[src/rtl/ctrl_bubble_stage.sv]
// ctrl_bubble_stage: one-deep control-bundle register between decode and
// execute that inserts single-cycle bubbles (stall_i) or multi-cycle bubble
// bursts (bubble_req_i/bubble_len_i), with hold and flush.
// Optional: define BUBBLE_STATS_EN to add the bubble_cnt_o statistics counter.
module ctrl_bubble_stage #(
  parameter int unsigned          CTRL_W     = 8,
  parameter int unsigned          CNT_W      = 3,
  parameter logic [CTRL_W-1:0]    BUBBLE_VAL = '0
) (
  input  logic              clk_i,
  input  logic              rst_i,
  input  logic [CTRL_W-1:0] ctrl_i,
  input  logic              valid_i,
  input  logic              stall_i,
  input  logic              bubble_req_i,
  input  logic [CNT_W-1:0]  bubble_len_i,
  input  logic              hold_i,
  input  logic              flush_i,
  output logic [CTRL_W-1:0] ctrl_o,
  output logic              valid_o,
`ifdef BUBBLE_STATS_EN
  output logic [15:0]       bubble_cnt_o,
`endif
  output logic              stall_o
);

  typedef enum logic {IDLE, BURST} state_t;

  state_t            r_state;
  state_t            w_state_nxt;
  logic [CNT_W-1:0]  r_remaining;
  logic [CNT_W-1:0]  w_remaining_nxt;
  logic [CTRL_W-1:0] r_ctrl;
  logic [CTRL_W-1:0] w_ctrl_nxt;
  logic              r_valid;
  logic              w_valid_nxt;
  logic              w_req_accept;
  logic              w_bubble;
  logic              w_bubble_counted;

  // A request is only taken in IDLE with a non-zero length; bursts ignore it.
  always_comb begin
    w_req_accept     = (r_state == IDLE) && bubble_req_i && (bubble_len_i != '0);
    w_bubble         = stall_i || (r_state == BURST) || w_req_accept;
    w_bubble_counted = !flush_i && !hold_i && w_bubble;
  end

  // Next-state and next-output selection: flush > hold > bubble > load.
  always_comb begin
    w_state_nxt     = r_state;
    w_remaining_nxt = r_remaining;
    w_ctrl_nxt      = r_ctrl;
    w_valid_nxt     = r_valid;
    if (flush_i) begin
      w_state_nxt     = IDLE;
      w_remaining_nxt = '0;
      w_ctrl_nxt      = BUBBLE_VAL;
      w_valid_nxt     = 1'b0;
    end else if (!hold_i) begin
      if (w_bubble) begin
        w_ctrl_nxt  = BUBBLE_VAL;
        w_valid_nxt = 1'b0;
      end else begin
        w_ctrl_nxt  = ctrl_i;
        w_valid_nxt = valid_i;
      end
      unique case (r_state)
        IDLE: begin
          // Length 1 is a lone bubble: no BURST state needed.
          if (w_req_accept && (bubble_len_i > CNT_W'(1))) begin
            w_state_nxt     = BURST;
            w_remaining_nxt = bubble_len_i - CNT_W'(1);
          end
        end
        BURST: begin
          if (r_remaining <= CNT_W'(1)) begin
            w_state_nxt     = IDLE;
            w_remaining_nxt = '0;
          end else begin
            w_remaining_nxt = r_remaining - CNT_W'(1);
          end
        end
        default: begin
          w_state_nxt     = IDLE;
          w_remaining_nxt = '0;
        end
      endcase
    end
  end

  // State, counter and output registers.
  always_ff @(posedge clk_i or posedge rst_i) begin
    if (rst_i) begin
      r_state     <= IDLE;
      r_remaining <= '0;
      r_ctrl      <= BUBBLE_VAL;
      r_valid     <= 1'b0;
    end else begin
      r_state     <= w_state_nxt;
      r_remaining <= w_remaining_nxt;
      r_ctrl      <= w_ctrl_nxt;
      r_valid     <= w_valid_nxt;
    end
  end

`ifdef BUBBLE_STATS_EN
  logic [15:0] r_bubble_cnt;

  // Saturating count of inserted bubbles (flushes and held cycles excluded).
  always_ff @(posedge clk_i or posedge rst_i) begin
    if (rst_i) begin
      r_bubble_cnt <= '0;
    end else if (w_bubble_counted && (r_bubble_cnt != '1)) begin
      r_bubble_cnt <= r_bubble_cnt + 16'd1;
    end
  end

  assign bubble_cnt_o = r_bubble_cnt;
`else
  logic w_unused_stats;
  assign w_unused_stats = w_bubble_counted;
`endif

  assign ctrl_o  = r_ctrl;
  assign valid_o = r_valid;
  assign stall_o = (r_state == BURST);

endmodule
[config.mk]
export PLATFORM = sky130hd
export DESIGN_NAME = ctrl_bubble_stage
export DESIGN_NICKNAME = d
export VERILOG_FILES = /design/src/rtl/ctrl_bubble_stage.sv
export SDC_FILE = /design/constraint.sdc
export NUM_CORES = 1
export LEC_CHECK = 0
export ABC_AREA = 1
export CAP_MARGIN = 25
export CORE_MARGIN = 3
export CORE_UTILIZATION = 40
export CTS_BUF_LIST = sky130_fd_sc_hd__clkbuf_8
export DETAILED_ROUTE_END_ITERATION = 10
export MAX_ROUTING_LAYER = met4
export PLACE_DENSITY = 0.85
export SYNTH_ARGS = -nofsm -noshare
export SYNTH_HDL_FRONTEND = slang
export SYNTH_SLANG_ARGS = --single-unit
[constraint.sdc]
create_clock -name clk_i -period 1 [get_ports clk_i]
set_input_delay 0.1 -clock clk_i [delete_from_list [all_inputs] [get_ports clk_i]]
set_output_delay 0.1 -clock clk_i [all_outputs]
set_load 0.03 [all_outputs]
==> reports/qor.csv <==
metric,value,unit
status,finished with violations,
violations,negative setup slack,
drc,0,
synth_edf_count,0,
synth_most_common_cell,nand2_1,
rsz0062_at_grt,yes,
whs,0.160,ns
synth.top_cells.by_area,"dfrtp_1 (39%), nand2_1 (16%), nand3_1 (9.7%), ha_1 (7.6%), inv_1 (4.5%)",
synth_top_family_by_area,simple AND/OR/NAND/NOR gates,
fillCellCount,144,
skew,0.00125,ns
power_density,1120,mW/mm^2
synthMuxAreaShare,0,%
cts_tree,yes,
crit_path_frequent_cell,nand2_1,
antenna_found_initial,0,
cp_slowest_cell,dfrtp_2,
rows,15,
cp_cell_sequence,"ha_4, nor2_4, a21oi_1, nor2_1, nand2_1, nand2_1",
drive_above_1_share,45.5,%
dieArea,0.00265,mm^2
grt_max_degree,14,
holdBufCountCts,0,
regArea,328,um^2
clock_sinks,13,
finalWirelength,2.40,mm
finalSetupViolations,14,
wl_per_cell,13.4,um
multiInputGateArea,566,um^2
critPathMaxFanout,3,
place_ws,-0.551,ns
vias,876,
maxSlewHeadroom,80.8,%
yosys.area_share.simple,39.0,%
grt_util_all_layers,19.3,%
via_per_inst,4.89,
cp.required,1.18,ns
coreArea,0.00184,mm^2
ys_seq_area_share,39.3,%
crit_cells,6,
path_buf_inv,0,
synth_cell_type_count,20,
yosysTopAreaCellShare,39.3,%
die_w,51.5,um
ys_top_cells_by_count,"nand2_1 (35), nand3_1 (16), dfrtp_1 (13)",
cts.clk_slew.worst_paths,0.06,ns
synthCells,108,
drt_iter0_drc,15,
instances_no_fill,179,
leakage,0.718,nW
vdd_drop_max,0.750,mV
grt_pass1_wl,3.78,mm
finalPower,1.60,mW
cts-root-buf,clkbuf_8,
tightest_slew,0.288,ns
fp.dieH,51.5,um
worst_slack,-0.174,ns
first_pass_iters,4,
synth_fa_ha_area_share,7.56,%
cp_slowest_stage_delay,0.44,ns
final_nets,178,
num_antenna_cells,0,
synth.avg_cell_area,7.66,um^2
async_flop_share,100,%
area_growth,72.5,%
cts_buffers,3,
ios,28,
htree_num_levels,1,
place_congestion,0.830,
post_synth_instance_area,827,um^2
yosysTopAreaCell,dfrtp_1,
grt_pass1_vias,861,
synth_compound_area_share,5.30,%
dp_hpwl,1.69,mm
synth_ff_type,dfrtp_1,
synthXorXnorAreaFrac,0,%
critPathLaunchType,register,
ys_seq_elements,13,
cap_violations,0,
clk_latency,0.24,ns
min_period,1.17,ns
final.period_utilization,117,%
antenna_left,0,
path_class,register to register,
dp_cells,169,
finalHoldViolations,0,
final_util,77.6,%
syn-num-nets,131,
reg2reg_depth,6,
yosys_warnings,0,
portBuffers,27,
cts_max_path_buffers,2,
finalMaxSlewViolations,0,
hold_path_class,primary input to asynchronous set/reset pin,
start_util,45.0,%
cp.arrival,1.35,ns
worst_path_dominant_cell_family,flip-flops,
clock.fmax,852,MHz
grt-ovfl-total,0,
end_kind,register,
final cells by class:
type	instances	share of cell area, %
clock buffer	3	2.89
multi-input combinational	81	39.6
clock inverter	1	0.263
tap	25	2.19
timing repair buffer	43	27.7
inverter	13	4.30
sequential	13	23.0
cell families (layout without fill, tap and decap cells):
kind of cell / after synthesis / in the layout
buffers and inverters: 15 / 60
AND/OR/NAND/NOR: 68 / 69
AO/OA/AOI/OAI: 7 / 7
flip-flops: 13 / 13
adder cells (fa/ha/maj): 5 / 5
tightest hold or removal path: stages:
cell,delay [ns]
clkdlybuf4s50_1,0.40
inv_1,0.05
buf_4,0.20
registers in the layout (all words and copies together) (netlist names):
| name | count |
|---|---|
| ctrl_o | 8 |
| stall_o | 1 |
| r_remaining | 3 |
| valid_o | 1 |
metal layers:
metal | track usage (%) | part of all wire, % | wire, um | vias to the layer above
li1 | - | - | - | 431
met3 | 4.37 | 4.2 | 101 | 0
met2 | 34.5 | 53 | 1290 | 17
met5 | - | 0 | 0 | -
met1 | 22.1 | 42 | 1020 | 428
met4 | 3.93 | 0 | 0 | 0
power by group:
part	switching, mW	leakage, nW	internal, mW
registers	0.0269	0.175	0.554
logic	0.298	0.517	0.270
clock network	0.181	0.0269	0.271
total	0.506	0.718	1.09
layout by cell type, fill, tap and decap left out:
cell and instances:
buf_6 3, ha_4 2, nor2_2 5, nand2_1 33, ha_2 1, nand2_8 1, o21bai_1 2, nand2_2 4
dfrtp_2 2, nand3_1 6, buf_4 20, nand3_4 1, inv_1 6, nor2_4 4, inv_2 7, buf_12 2
ha_1 2, nand3_2 10, o21ai_1 2, a21oi_2 1, clkbuf_2 1, clkdlybuf4s50_1 14, dlygate4sd2_1 3, nor2_1 4
o21ai_2 1, nor2_8 1, dfrtp_1 11, clkinv_8 1, a21oi_1 1, clkbuf_8 3
what timing repair did:
| item | 4_1_cts | 5_1_grt |
|---|---|---|
| pin swaps | 7 | 12 |
| endpoints found under the setup margin | 14 | 14 |
| cloned | 1 | 0 |
| setup buffers | 4 | 1 |
| resized for setup | 16 | 22 |
path summary, 6_finish.rpt:
check	start	slack, ns	end
hold reg to reg	ctrl_o[5]	0.48	ctrl_o[5]
setup / recovery	r_remaining[0]	-0.17	r_remaining[2]
hold / removal	rst_i	0.16	r_remaining[2]
min in group clk_i	ctrl_i[0]	0.42	ctrl_o[0]
setup reg to reg	r_remaining[0]	-0.17	r_remaining[2]
max in group asynchronous	rst_i	0.67	r_remaining[0]
per-stage QoR:
step                      TNS (ns)  cell area, um^2
after floorplan              -1.12              862
after global placement       -5.76             1220
after detailed placement     -6.65             1220
after CTS                    -1.22             1350
after global routing         -1.79             1430
final                        -1.04             1430
No activity file was read; power rests on OpenSTA's default activity.
